### src/rtl/shift_arb_pkg.sv
// Shared types, widths and lane-select helpers for the shift arbiter.
// Latency: none (declarations only).
// Backpressure: n/a. Optional rotate support is guarded by SHIFT_ARB_ROTATE_EN.
package shift_arb_pkg;

    localparam int DATA_W  = 32;
    localparam int SHAMT_W = 5;
    // Lane helpers work on buses sized for the largest supported requester count.
    localparam int MAX_REQ = 8;
    localparam int SEL_W   = 3;

    typedef enum logic [0:0] {
        S_IDLE = 1'b0
`ifdef SHIFT_ARB_ROTATE_EN
        , S_ROT2 = 1'b1
`endif
    } shift_arb_state_t;

    // Pick requester idx's operand out of a packed, zero-extended data bus.
    function automatic logic [DATA_W-1:0] sel_data(input logic [MAX_REQ*DATA_W-1:0] bus,
                                                   input logic [SEL_W-1:0] idx);
        return bus[idx*DATA_W +: DATA_W];
    endfunction

    // Pick requester idx's shift amount out of a packed, zero-extended amount bus.
    function automatic logic [SHAMT_W-1:0] sel_shamt(input logic [MAX_REQ*SHAMT_W-1:0] bus,
                                                     input logic [SEL_W-1:0] idx);
        return bus[idx*SHAMT_W +: SHAMT_W];
    endfunction

endpackage

### src/rtl/rr_arbiter.sv
// Round-robin picker: first set request at or after ptr, wrapping modulo N.
// Latency: purely combinational.
// Backpressure: none; the caller qualifies the grant.
module rr_arbiter #(
    parameter int N  = 4,
    parameter int IW = 2
) (
    input  logic [N-1:0]  req,
    input  logic [IW-1:0] ptr,
    output logic [N-1:0]  grant,
    output logic [IW-1:0] grant_idx,
    output logic          grant_any
);

    logic [IW-1:0] pos;

    // Walk N positions starting from ptr; the first valid one wins.
    always_comb begin
        grant     = '0;
        grant_idx = '0;
        grant_any = 1'b0;
        pos       = '0;
        for (int i = 0; i < N; i++) begin
            pos = IW'((int'(ptr) + i) % N);
            if (!grant_any && req[pos]) begin
                grant_any  = 1'b1;
                grant[pos] = 1'b1;
                grant_idx  = pos;
            end
        end
    end

endmodule

### src/rtl/shift_arbiter.sv
// Round-robin front end time-sharing one logical barrel shifter (rotate option: SHIFT_ARB_ROTATE_EN).
// Latency: 1 cycle per shift; 2 cycles per rotate with nonzero amount.
// Backpressure: no grant while the response register is full and not being popped, or mid-rotate.
module shift_arbiter
    import shift_arb_pkg::*;
#(
    parameter int  NUM_REQ = 4,
    localparam int ID_W    = $clog2(NUM_REQ)
) (
    input  logic                       clk_i,
    input  logic                       rst_i,
    input  logic [NUM_REQ-1:0]         req_valid_i,
    input  logic [NUM_REQ*DATA_W-1:0]  req_data_i,
    input  logic [NUM_REQ*SHAMT_W-1:0] req_shamt_i,
    input  logic [NUM_REQ-1:0]         req_right_i,
`ifdef SHIFT_ARB_ROTATE_EN
    input  logic [NUM_REQ-1:0]         req_rotate_i,
`endif
    output logic [NUM_REQ-1:0]         o_req_ready,
    output logic                       o_rsp_valid,
    output logic [DATA_W-1:0]          o_rsp_data,
    output logic [ID_W-1:0]            o_rsp_id,
    input  logic                       rsp_ready_i
);

    shift_arb_state_t state;
    logic [ID_W-1:0]  ptr;

    logic [NUM_REQ-1:0]         grant;
    logic [ID_W-1:0]            win_idx;
    logic                       win_any;
    logic [SEL_W-1:0]           win_sel;
    logic [DATA_W-1:0]          win_data;
    logic [SHAMT_W-1:0]         win_shamt;
    logic                       win_right;
    logic [MAX_REQ*DATA_W-1:0]  data_ext;
    logic [MAX_REQ*SHAMT_W-1:0] shamt_ext;

    logic free, accept_ok, accept;

    logic [DATA_W-1:0]  sh_data, sh_out;
    logic [SHAMT_W-1:0] sh_amt;
    logic               sh_right;

`ifdef SHIFT_ARB_ROTATE_EN
    // Pass-1 result plus everything pass 2 needs, since the requester may move on after grant.
    logic [DATA_W-1:0]  rot_part;
    logic [DATA_W-1:0]  rot_data;
    logic [SHAMT_W-1:0] rot_shamt;
    logic               rot_right;
    logic [ID_W-1:0]    rot_id;
    logic               win_rot;
    assign win_rot = req_rotate_i[win_idx];
`endif

    rr_arbiter #(.N(NUM_REQ), .IW(ID_W)) u_rr (
        .req       (req_valid_i),
        .ptr       (ptr),
        .grant     (grant),
        .grant_idx (win_idx),
        .grant_any (win_any)
    );

    // Zero-extend the request buses so the lane helpers see a fixed width.
    always_comb begin
        data_ext  = '0;
        shamt_ext = '0;
        data_ext[NUM_REQ*DATA_W-1:0]   = req_data_i;
        shamt_ext[NUM_REQ*SHAMT_W-1:0] = req_shamt_i;
    end

    assign win_sel   = SEL_W'(win_idx);
    assign win_data  = sel_data(data_ext, win_sel);
    assign win_shamt = sel_shamt(shamt_ext, win_sel);
    assign win_right = req_right_i[win_idx];

    assign free        = !o_rsp_valid || rsp_ready_i;
    assign accept_ok   = (state == S_IDLE) && !rst_i && free;
    assign accept      = accept_ok && win_any;
    assign o_req_ready = accept_ok ? grant : '0;

    // Steer the shared shifter: winner on accept, pass 2 while rotating, zeros otherwise.
    always_comb begin
        sh_data  = '0;
        sh_amt   = '0;
        sh_right = 1'b0;
        if (accept) begin
            sh_data  = win_data;
            sh_amt   = win_shamt;
            sh_right = win_right;
        end
`ifdef SHIFT_ARB_ROTATE_EN
        else if (state == S_ROT2) begin
            sh_data  = rot_data;
            sh_amt   = (~rot_shamt) + SHAMT_W'(1);  // 32 - s, s known nonzero
            sh_right = !rot_right;
        end
`endif
    end

    // The single logical shifter instance, zero fill in both directions.
    always_comb begin
        sh_out = sh_right ? (sh_data >> sh_amt) : (sh_data << sh_amt);
    end

    // Pointer, FSM and response register.
    always_ff @(posedge clk_i) begin
        if (rst_i) begin
            state       <= S_IDLE;
            ptr         <= '0;
            o_rsp_valid <= 1'b0;
            o_rsp_data  <= '0;
            o_rsp_id    <= '0;
`ifdef SHIFT_ARB_ROTATE_EN
            rot_part    <= '0;
            rot_data    <= '0;
            rot_shamt   <= '0;
            rot_right   <= 1'b0;
            rot_id      <= '0;
`endif
        end else begin
            if (accept) begin
                ptr <= (win_idx == ID_W'(NUM_REQ - 1)) ? '0 : win_idx + ID_W'(1);
            end
`ifdef SHIFT_ARB_ROTATE_EN
            if (state == S_ROT2) begin
                // Stay here with the partial held until the output register can take the result.
                if (free) begin
                    o_rsp_valid <= 1'b1;
                    o_rsp_data  <= rot_part | sh_out;
                    o_rsp_id    <= rot_id;
                    state       <= S_IDLE;
                end
            end else if (accept && win_rot && (win_shamt != '0)) begin
                rot_part  <= sh_out;
                rot_data  <= win_data;
                rot_shamt <= win_shamt;
                rot_right <= win_right;
                rot_id    <= win_idx;
                state     <= S_ROT2;
                if (rsp_ready_i) begin
                    o_rsp_valid <= 1'b0;
                end
            end else
`endif
            if (accept) begin
                o_rsp_valid <= 1'b1;
                o_rsp_data  <= sh_out;
                o_rsp_id    <= win_idx;
            end else if (rsp_ready_i) begin
                o_rsp_valid <= 1'b0;
            end
        end
    end

endmodule

### config.mk
export PLATFORM = sky130hd
export DESIGN_NAME = shift_arbiter
export DESIGN_NICKNAME = d
export VERILOG_FILES = /design/src/rtl/shift_arb_pkg.sv /design/src/rtl/rr_arbiter.sv /design/src/rtl/shift_arbiter.sv
export SDC_FILE = /design/constraint.sdc
export NUM_CORES = 1
export LEC_CHECK = 0
export ABC_AREA = 1
export ABC_CLOCK_PERIOD_IN_PS = 3400
export CAP_MARGIN = 20
export CORE_UTILIZATION = 35
export CTS_CLUSTER_SIZE = 12
export DETAILED_ROUTE_END_ITERATION = 16
export GPL_TIMING_DRIVEN = 0
export PLACE_DENSITY_LB_ADDON = 0.08
export SLEW_MARGIN = 30
export SYNTH_ARGS = -nofsm -noshare
export SYNTH_HDL_FRONTEND = slang
export SYNTH_SLANG_ARGS = --single-unit
### constraint.sdc
create_clock -name clk_i -period 3.4 [get_ports clk_i]
set_clock_uncertainty 0.1 [all_clocks]
set_input_delay 0.51 -clock clk_i [delete_from_list [all_inputs] [get_ports clk_i]]
set_output_delay 0.51 -clock clk_i [all_outputs]
set_load 0.1 [all_outputs]
-- Yosys cells after proc, flatten, opt, wreduce, memory -nomap -nowiden
Index checks and enable logic that the tools add are counted.
- register bits: 37
- bits in latches: 0
- memory bits (writable): 0
- ROM bits: 0
- input bits: 159
- word-level logic and storage cells: 80
- memories kept: 0
- $add $sub $neg: 4
- $mul: 1
- divide/modulo/power cells: 0
- order comparisons: 9
- equality and inequality tests: 1
- shift operators: 4
- muxes and demuxes: 38
- bitwise gates (word level): 3
- reduce and logical (&&, ||, !) cells: 16
- operator list (operator ; count):
    variable part select 256 x 8 -> 32 bit ; 1
    2-to-1 mux 32 bit ; 2
    variable part select 40 x 6 -> 5 bit ; 1
    << shifter 32 x 5 -> 32 bit ; 1
    >> shifter 32 x 5 -> 32 bit ; 1
    2-to-1 mux 4 bit ; 5
    2-to-1 mux 1 bit ; 16
    less-than comparator 2 x 3 -> 1 bit, second input constant ; 5
    bitwise OR 4 bit ; 3
    binary-select mux 1 bit (select 2 bit) ; 5
    2-to-1 mux 2 bit ; 5
    logical AND 1 bit ; 9
    demux 1 bit (select 2 bit) ; 4
    >= comparator 2 x 1 -> 1 bit, second input constant ; 4
    zero test 1 bit ; 5
    multiplier 2 x 3 -> 5 bit, second input constant ; 1
    2-to-1 mux 5 bit ; 1
    adder 2 x 1 -> 2 bit, second input constant ; 2
    adder 2 bit, second input constant ; 2
    == test 2 bit, second input constant ; 1
    nonzero test 2 bit ; 1
    logical OR 1 bit ; 1

-- Logic depth before layout (Yosys ltp)
Gate-level depths: netlist of the first run.
- word-level depth: 17
- depth in mapped cells: 25

-- Hierarchy
Synthesis of the first run repeated with hierarchy kept, for this count alone.
- cell total of the unflattened synthesis: 1370
- area, all modules: 6934.2 um^2
- modules (own cells, without submodules) (module ; instances ; cells each ; area each (um^2) ; sequential area each (um^2)):
    shift_arbiter ; 1 ; 1296 ; 6493.7 ; 740.7
    rr_arbiter ; 1 ; 74 ; 440.4 ; 0.0

-- Worst setup path before layout of the first run
No wires, ideal clock.
- path type: flip-flop to flip-flop
- start point: register ptr[0]
- end point: register o_rsp_data[24]
- setup time: 0.114 ns
- data arrival time: 2.949 ns
- required time: 3.186 ns
- path slack: 0.237 ns
- cell stages (with the launch flop): 23
- buffers on the path: 2
- clock period less this slack: 3.163 ns
- cells stage by stage: dfxtp_1 > inv_2 > ha_1 > inv_1 > nand3_1 > nand2_2 > inv_2 > o21ai_2 > inv_2 > nand2_4 > nand2_4 > buf_6 > nand2_1 > nand3_1 > nand3_1 > clkbuf_1 > nand3_1 > nand3_1 > nand3_1 > nand3_1 > nand3_1 > o21bai_1 > inv_1
- longest elaborated chain between the ends: 17
- elaborated cells on any way between the ends: 37
- classes of those cells: 3 x add/sub; 1 x mul; 4 x shift; 22 x mux; 7 x reduce/logical
- ends and longest elaborated chain (what ; line ; source):
    from (decl) ; shift_arbiter.sv:27 ; logic [ID_W-1:0] ptr;
    from (signal assigned) ; shift_arbiter.sv:123 ; ptr <= (win_idx == ID_W'(NUM_REQ - 1)) ? '0 : win_idx + ID_W'(1);
    parallel branches: the longest is 17 deep, another holds multiplier 2 x 3 -> 5 bit ; -- ;
    to (signal assigned) ; shift_arbiter.sv:148 ; o_rsp_data <= sh_out;
    to (decl) ; shift_arbiter.sv:21 ; output logic [DATA_W-1:0] o_rsp_data,
Parallel ways; which one is timed is not known. The select of a mux whose other input is x is not followed.
A chain may end at the register's enable or synchronous reset.

-- Worst setup path in the final report of the first run
- start point: register ptr[1]
- end point: register o_rsp_data[20]
Same word-level chain as after synthesis.

==> run metrics, run 1 <==
simple-gate share of the synthesized area 66.4%; share of the synthesized area in the top cell type 37.1%; DRC violations left 0; Reg-to-Reg Start ptr[1]; failing checks negative setup slack; final worst slack -0.00463 ns; crit-path max cell delay 0.37 ns; Finished Layout Cells 1889; Compound-Gate Fraction of Synth Area 5.81%; outcome finished with violations; Critical Path RT 3.53 ns; largest cells by area after synthesis nand3_1 37%, nand2_1 21%, dfxtp_1 10%; vias 11089; setup TNS -0.00463 ns; main combinational cell family by area after synthesis simple AND/OR/NAND/NOR gates; Clk Latency, worst-skew pair 0.28 ns; Async SR Flop Fraction 0%; Worst slew margin 34.5%; number of hold buffers added after cts 0; Final setup viols 1; TritonCTS buffer count 5; Post-Synthesis Cells 1376; post-route ant nets 0; unrepaired setup endpoints after global routing yes; dpl hpwl 30700 um; number of antenna violations at the first check in global routing 0; reg2reg end o_rsp_data[20]; vias per cell 5.87; core box area 19700 sq um; Period minus WS final 3.40 ns; Critical Path Sink o_rsp_data[20]; cell mode on critical path nand3_2; n_diodes 0; initial core utilization 36.1%; Mapped Area 7100 sq um; Final period util 100%; syn avg cell area 5.16 sq um; number of placed I/O pins 198; drt total wl 40800 um; P&R area growth vs syn 70.1%; dpl cells 1838; worst path bufs/invs 8; share of layout cells above drive strength 1 29.8%; worst-margin pin slew 0.980 ns; vias in the first global route 10042; Final Max Slew Viols 0; grt total ovfl 0; CP startpoint kind flip-flop; all-layer global routing usage 37.2%; cell family with most CP delay simple AND/OR/NAND/NOR gates; H-tree levels 2; worst reg-to-reg path cell count 22; Initial DRT Pass Iterations 9; clk root buf clkbuf_16; Synth Warn # 0; Post-synth top flop dfxtp_1; adder-cell share of the synthesized area 1.41%; final count of hold timing violations 0; Fmax 294 MHz; critical path arrival 3.54 ns; biggest area consumer among synthesized cells nand3_1; TritonCTS clock tree yes; clk buf depth 2; clk slew on worst S/H paths 0.06 ns; DR iter-0 viols 1288; fin nets 1791; CP startpoint ptr[1]; die height 144 um; post-synth cell types 35; Die Wd 144 um; Worst Setup End Kind flip-flop; Crit Path Category reg2reg; port bufs 197; #FFs+latches synth 37; die area 20900 sq um; Post-Syn Nets 1543; Synth Area in XOR/XNOR 0%; Clock Sinks 37; Worst path slowest cell dfxtp_4; Placer Congestion 1.07; Max-Cap Viols 0; Worst Hold Class reg2reg; largest net degree at the start of global routing 12; EDFF count, synth 0; fill count 1999; CP Depth 22; r2r setup slk -0.005 ns; first-pass GRT wire length 57500 um; DR WL/cell 21.6 um; Crit Path Max Fanout 10; row cnt 51; mux cell area share after synthesis 0%; post-synthesis sequential area ratio 10.4%; CP Cell Sequence clkinvlp_4, ha_4, inv_2, nand3_2, nand2_4, inv_2, o21ai_4, inv_2, nand2_4, nand2_8, buf_12, o211ai_1, buf_4, nand2_8, clkbuf_16, nand3_1, nand3_2, nand3_2, nand3_2, nand4_1, nand2_1, inv_1
worst min-delay path by stage:
stage                  start            end  slack, ns  cells past startpoint
6_report       o_rsp_data[5]  o_rsp_data[5]       0.42                      2
3_3_place_gp     o_rsp_id[0]    o_rsp_id[0]       0.40                      2
2_1_floorplan         ptr[0]         ptr[0]       0.48                      2
4_1_cts        o_rsp_data[5]  o_rsp_data[5]       0.42                      2
5_1_grt        o_rsp_data[5]  o_rsp_data[5]       0.44                      2
3_5_place_dp   o_rsp_data[5]  o_rsp_data[5]       0.40                      2
synth_stat cells, types with 3 or more instances:
cell type / instances
buf_6: 8
o21ai_1: 8
a221oi_1: 4
nand3_1: 527
clkbuf_1: 17
nor2_1: 19
nor2_4: 3
buf_1: 5
buf_4: 17
nand2_2: 10
a31oi_1: 6
nand2_4: 4
ha_1: 8
nand4_1: 8
buf_2: 48
nand2_1: 393
dfxtp_1: 37
inv_2: 10
a21oi_1: 35
nand3_2: 3
nand3b_1: 36
o21ai_0: 8
inv_1: 145
cells in the final DEF, fill, tap and decap left out, types with 3 or more instances in the layout:
| cell | synthesis | routed |
|---|---|---|
| a21oi_1 | 35 | 28 |
| a21oi_2 | 2 | 7 |
| a221oi_1 | 4 | 4 |
| a31oi_1 | 6 | 6 |
| buf_12 | 0 | 14 |
| buf_2 | 48 | 10 |
| buf_4 | 17 | 57 |
| buf_6 | 8 | 21 |
| buf_8 | 0 | 8 |
| clkbuf_1 | 17 | 7 |
| clkbuf_16 | 0 | 11 |
| clkbuf_2 | 0 | 6 |
| clkbuf_4 | 0 | 7 |
| clkdlybuf4s15_2 | 0 | 4 |
| clkdlybuf4s50_1 | 0 | 191 |
| clkinvlp_4 | 0 | 4 |
| dfxtp_1 | 37 | 35 |
| ha_1 | 8 | 7 |
| inv_1 | 145 | 141 |
| inv_2 | 10 | 8 |
| inv_4 | 1 | 5 |
| nand2_1 | 393 | 328 |
| nand2_2 | 10 | 64 |
| nand2_4 | 4 | 15 |
| nand3_1 | 527 | 314 |
| nand3_2 | 3 | 192 |
| nand3_4 | 0 | 24 |
| nand3b_1 | 36 | 36 |
| nand4_1 | 8 | 8 |
| nor2_1 | 19 | 14 |
| nor2_2 | 2 | 4 |
| nor2_4 | 3 | 6 |
| o21ai_0 | 8 | 7 |
| o21ai_1 | 8 | 5 |
| o21ai_4 | 0 | 3 |
through the flow:
step                      setup slack, ns  hold WS (ns)  util [%]  cell area [sq um]
final                            -0.00463         0.417      61.5              12100
after global routing               -0.109         0.444      61.5              12100
after CTS                        -0.00934         0.418      51.6              10100
after detailed placement           -0.848         0.404      47.9               9410
after global placement             -0.866         0.402      47.9               9410
after floorplan                     0.237         0.476         -               7100
cell families (layout without fill, tap and decap cells):
group	count (synthesis)	count (layout)
adder cells (fa/ha/maj)	8	8
AND/OR/NAND/NOR	1007	1009
buffers and inverters	253	499
flip-flops	37	37
AO/OA/AOI/OAI	71	71
area by class of cell:
| cell class | count | area, sq um | share of cell area, % |
|---|---|---|---|
| Sequential cell | 37 | 748 | 6.19 |
| Clock inverter | 1 | 7.51 | 0.0621 |
| Clock buffer | 6 | 139 | 1.15 |
| Multi-Input combinational cell | 1088 | 6880 | 56.9 |
| Timing Repair Buffer | 238 | 2390 | 19.8 |
| Tap cell | 265 | 332 | 2.74 |
| Inverter | 158 | 618 | 5.12 |
| Timing Repair inverter | 1 | 7.51 | 0.0621 |
| Buffer | 95 | 961 | 7.95 |
flip-flops by register name, summed over array words and instances, names as in the netlist:
name / count
ptr: 2
o_rsp_valid: 1
o_rsp_data: 32
o_rsp_id: 2
per-layer routing:
layer	GRT usage (%)	routed length, um
met1	46.9	16300
met2	58.5	17900
met3	9.57	4400
met4	18.0	2180
met5	0	0
worst register-to-register path: cells and delay by family (launching register included):
kind	cells	cell delay, ns
AOI/OAI and AO/OA	2	0.37
adders and majority gates	1	0.25
DFF	1	0.37
and+or+nand+nor	11	1.30
buffers and inverters	8	0.97
timing repair:
| action | CTS | global route |
|---|---|---|
| cloned | 1 | 8 |
| resized for setup | 150 | 368 |
| pin swaps | 6 | 58 |
| endpoints found under the setup margin | 40 | 38 |
| buffers inserted | 10 | 25 |
Power of run 1 is left out: the tool's default activity adds up to more than one toggle a clock period on the data nets, which glitch-free logic cannot reach.
==> run 2: changes to the inputs <==
CORE_MARGIN = 2   (was not set)
==> run 2 against run 1 <==
Compared with the run above: the run now ends clean; worst setup slack better by 0.016 ns; cell count up 0.69%; die area rose by 2.8%; routed wire length rose by 2.3%; sequential cell count did not move; highest routed layer unchanged; sequential share of layout area is 0.075 points lower; largest cell class unchanged.
==> run metrics, run 2 (synthesis results as in run 1) <==
outcome finished clean; Final setup viols 0 (-1); CP startpoint kind flip-flop; worst path bufs/invs 8 (unchanged); final instance area 12200 sq um (+1.2%); Crit Path Max Fanout 5 (-5); Crit Path Category reg2reg; TritonCTS buffer count 5 (unchanged); vias per cell 5.88 (+0.24%); all-layer global routing usage 36.4% (-0.79 points); die area 21500 sq um (+2.8%); first-pass GRT wire length 60400 um (+5.0%); number of placed I/O pins 198 (unchanged); Worst Setup End Kind flip-flop; Final Max Slew Viols 0 (unchanged); grt total ovfl 0 (unchanged); worst reg-to-reg path cell count 23 (+4.5%); P&R area growth vs syn 72.2%; row cnt 52 (+2.0%); post-route ant nets 0 (unchanged); Critical Path RT 3.49 ns (-0.04 ns); DR iter-0 viols 1307 (+1.5%); number of hold buffers added after cts 0 (unchanged); WHS Path Cells 2 (unchanged); number of antenna violations at the first check in global routing 0 (unchanged); Clock Sinks 37 (unchanged); r2r setup slk 0.01 ns (+0.02 ns); fill count 1964 (-1.8%); dpl hpwl 31100 um (+1.4%); DRC violations left 0 (unchanged); clk root buf clkbuf_16; initial core utilization 35.3% (-0.81 points); n_diodes 0 (unchanged); Initial DRT Pass Iterations 7 (-2); Die Wd 146 um (+1.4%); worst-margin pin slew 0.991 ns (+0.0111 ns); critical path arrival 3.48 ns (-0.06 ns); share of layout cells above drive strength 1 29.6% (-0.21 points); H-tree levels 2 (unchanged); Max-Cap Viols 0 (unchanged); Placer Congestion 1.04 (-3.4%); Top reg by flops o_rsp_data; vias in the first global route 10131 (+0.89%); CP Depth 23 (+4.5%); Worst Hold Class reg2reg; final count of hold timing violations 0 (unchanged); Worst slew margin 33.7% (-0.75 points); drt total wl 41700 um (+2.3%); DP Area 9410 sq um (about the same); TritonCTS clock tree yes; core box area 20100 sq um (+2.3%); clk buf depth 2 (unchanged); DR WL/cell 21.9 um (+1.6%); Final period util 99.7% (-0.47 points); commonest non-fill, non-tap cell in the layout nand3_1; Period minus WS final 3.39 ns (-0.0160 ns); fin nets 1798 (+0.39%); port bufs 197 (unchanged); Fmax 295 MHz (+0.47%); cell family with most CP delay simple AND/OR/NAND/NOR gates; Worst path slowest cell dfxtp_4; commonest non-fill, non-tap cells in the layout 329 x nand3_1, 328 x nand2_1, 191 x clkdlybuf4s50_1, 175 x nand3_2, 140 x inv_1; die height 146 um (+1.4%); unrepaired setup endpoints after global routing yes; Largest register FFs 32 (unchanged); Clk Latency, worst-skew pair 0.29 ns (about the same); clk slew on worst S/H paths 0.06 ns (about the same); vias 11192 (+0.93%); crit-path max cell delay 0.38 ns (about the same); largest net degree at the start of global routing 13 (+1); biggest regs o_rsp_data x32, o_rsp_id x2, ptr x2; CP Cell Sequence clkinvlp_4, ha_4, inv_4, nand3_2, nand2_4, buf_4, nand4_4, nand3_4, buf_4, a21oi_4, buf_4, o211ai_4, buf_12, nand2_8, buf_8, nand3_2, nand3_2, nand2_1, nand3_1, nand2_1, nand3b_1, nand2_1, inv_1
[run 2: final cells by class]
class	instances	area [sq um]	area share (%)
Inverter	158	619	5.06
Sequential cell	37	748	6.12
Tap cell	270	338	2.76
Timing Repair Buffer	246	2530	20.7
Clock buffer	6	139	1.14
Clock inverter	2	37.5	0.307
Buffer	94	958	7.84
Multi-Input combinational cell	1089	6860	56.1
[run 2: final timing paths]
| path | startpoint | end |
|---|---|---|
| max reg2reg | ptr[1] | o_rsp_data[26] |
| max | ptr[1] | o_rsp_data[26] |
| min | o_rsp_id[0] | o_rsp_id[0] |
| min reg2reg | o_rsp_id[0] | o_rsp_id[0] |
[run 2: per-stage QoR]
stage / utilization (%) / TNS (ns) / std cells / setup WS (ns) / hold WS, ns
floorplan: - / 0 / 1376 / 0.237 / 0.476
global placement: 46.8 / -25.66 / 1843 / -0.820 / 0.401
detailed placement: 46.8 / -26.35 / 1843 / -0.840 / 0.410
CTS: 50.6 / 0 / 1863 / 0.000312 / 0.424
global route: 60.8 / -2.13 / 1902 / -0.102 / 0.430
finish: 60.8 / 0 / 1902 / 0.0113 / 0.421
[run 2: worst min-delay path, cell delays in order, from the launching register on]
cell     delay, ns
dfxtp_1       0.31
a21oi_1       0.12
a21oi_1       0.05
[run 2: routing by layer]
| metal | GRT usage (%) | up-vias | wire (um) |
|---|---|---|---|
| met2 | 57.9 | 721 | 18300 |
| met4 | 13.0 | 0 | 2330 |
| met1 | 49.3 | 5209 | 16800 |
| li1 | - | 5103 | - |
| met5 | 0 | - | 0 |
| met3 | 6.56 | 159 | 4320 |
[run 2: what timing repair did]
item | in CTS | in global routing
resized for setup | 154 | 378
setup buffers | 9 | 29
pin swaps | 9 | 46
endpoints found under the setup margin | 40 | 39
cloned | 3 | 11
Power of run 2 is left out for the same reason.
==> run 3: changes to the inputs <==
CTS_BUF_LIST = sky130_fd_sc_hd__clkbuf_8   (was not set)
==> run 3 against run 2 <==
Compared with the run above: routed wire length down 0.61%; die area unchanged; global-route usage is 0.11 points lower; count of clock-buffer cells in the layout stayed put; register-to-register slack barely moved; largest cell class unchanged; worst hold slack better by 0.0020 ns; cell area fell by 2.5%; via count is 0.51% lower.
==> run metrics, run 3 (synthesis results as in run 1) <==
grt total ovfl 0 (unchanged); initial core utilization 35.3% (unchanged); H-tree levels 2 (unchanged); DR iter-0 viols 1378 (+5.4%); commonest non-fill, non-tap cells in the layout 348 x nand3_1, 326 x nand2_1, 190 x clkdlybuf4s50_1, 159 x nand3_2, 140 x inv_1; unrepaired setup endpoints after global routing yes; dpl hpwl 31100 um (unchanged); cell family with most CP delay simple AND/OR/NAND/NOR gates; vias in the first global route 10101 (-0.30%); Die Wd 146 um (unchanged); number of antenna violations at the first check in global routing 0 (unchanged); Top reg by flops o_rsp_data; port bufs 197 (unchanged); Crit Path Max Fanout 10 (+5); Final period util 99.6% (about the same); Crit Path Category reg2reg; clk slew on worst S/H paths 0.08 ns (+0.02 ns); Worst slew margin 33.9% (+0.19 points); Initial DRT Pass Iterations 8 (+1); share of layout cells above drive strength 1 27.6% (-2.0 points); Clock Sinks 37 (unchanged); Period minus WS final 3.39 ns (-0.00131 ns); fin nets 1788 (-0.56%); vias per cell 5.89 (about the same); outcome finished clean; Worst Setup End Kind flip-flop; TritonCTS clock tree yes; final core occ 59.3% (-1.5 points); Critical Path RT 3.54 ns (+0.05 ns); cell mode on critical path nand2_1; Fmax 295 MHz (about the same); largest net degree at the start of global routing 13 (unchanged); Worst path slowest cell dfxtp_4; Worst Hold Class reg2reg; Largest register FFs 32 (unchanged); first-pass GRT wire length 60300 um (-0.25%); core box area 20100 sq um (unchanged); Max-Cap Viols 0 (unchanged); n_diodes 0 (unchanged); worst path bufs/invs 6 (-2); clk root buf clkbuf_8; Final setup viols 0 (unchanged); Placer Congestion 1.04 (unchanged); post-route ant nets 0 (unchanged); r2r setup slk 0.01 ns (about the same); number of placed I/O pins 198 (unchanged); critical path arrival 3.52 ns (+0.04 ns); TritonCTS buffer count 5 (unchanged); clk buf depth 2 (unchanged); all-layer global routing usage 36.3% (-0.11 points); die area 21500 sq um (unchanged); crit-path max cell delay 0.39 ns (about the same); final count of hold timing violations 0 (unchanged); worst-margin pin slew 0.988 ns (-0.00280 ns); die height 146 um (unchanged); DRC violations left 0 (unchanged); CP startpoint kind flip-flop; Clk Latency, worst-skew pair 0.29 ns (about the same); P&R area growth vs syn 67.9%; commonest non-fill, non-tap cell in the layout nand3_1; Final Max Slew Viols 0 (unchanged); drt total wl 41500 um (-0.61%); DR WL/cell 21.9 um (about the same); vias 11135 (-0.51%); biggest regs o_rsp_data x32, o_rsp_id x2, ptr x2; row cnt 52 (unchanged); CP Cell Sequence clkinvlp_4, ha_4, inv_4, nand3_2, nand2_4, inv_2, o21ai_4, inv_2, nand2_8, nand2_8, clkbuf_16, buf_6, nand2_1, nand3_1, nand2_1, nand2_1, nand2_2, nand2_1, nor2_1, nand2_1, nand3_1, nand3_1, a21oi_1
[run 3: changes by cell type in the layout (fill, tap and decap cells not counted), sizes merged]
| cell | change |
|---|---|
| clkdlybuf4s15 | +1 |
| dlymetal6s2s | +1 |
| clkbuf | -6 |
| buf | -6 |
| clkdlybuf4s18 | +1 |
| clkdlybuf4s50 | -1 |
[run 3: through the flow]
stage	area (sq um)	std cells	setup slack (ns)	hold WS, ns	setup TNS, ns
finish	11900	1892	0.0126	0.423	0
global route	11900	1892	-0.0937	0.436	-1.74
CTS	10000	1861	-0.0210	0.430	-0.0471
detailed placement	9410	1843	-0.840	0.410	-26.35
global placement	9410	1843	-0.820	0.401	-25.66
floorplan	7100	1376	0.237	0.476	0
[run 3: final cells by class]
type / count / area (sq um)
Clock inverter: 2 / 37.5
Tap cell: 270 / 338
Sequential cell: 37 / 748
Inverter: 158 / 627
Multi-Input combinational cell: 1089 / 6730
Timing Repair Buffer: 235 / 2380
Clock buffer: 6 / 82.6
Fill cell: 1980 / 8180
Buffer: 95 / 991
[run 3: layer usage]
layer | global-route usage [%] | part of all wire (%)
met3 | 6.44 | 11
met1 | 49.3 | 40
met2 | 58.0 | 45
met4 | 12.3 | 4.2
met5 | 0 | 0
[run 3: worst paths after layout]
check	from	end	depth (start not counted)
max reg2reg	ptr[1]	o_rsp_data[6]	23
min reg2reg	o_rsp_id[0]	o_rsp_id[0]	2
min	o_rsp_id[0]	o_rsp_id[0]	2
max	ptr[1]	o_rsp_data[6]	23
[run 3: what timing repair did]
item / 4_1_cts / 5_1_grt
hold buffers: 0 / 0
buffers inserted: 9 / 22
pin swaps: 8 / 54
gates resized for setup: 139 / 371
endpoints found under the setup margin: 40 / 39
cloned: 1 / 9
[run 3: worst register-to-register path, delay by kind of cell, from the launching register on]
kind                       cells  cell delay (ns)
DFF                            1             0.39
AOI/OAI and AO/OA              2             0.31
buffers and inverters          6             0.65
and+or+nand+nor               14             1.61
adders and majority gates      1             0.26
Power of run 3 is left out for the same reason.
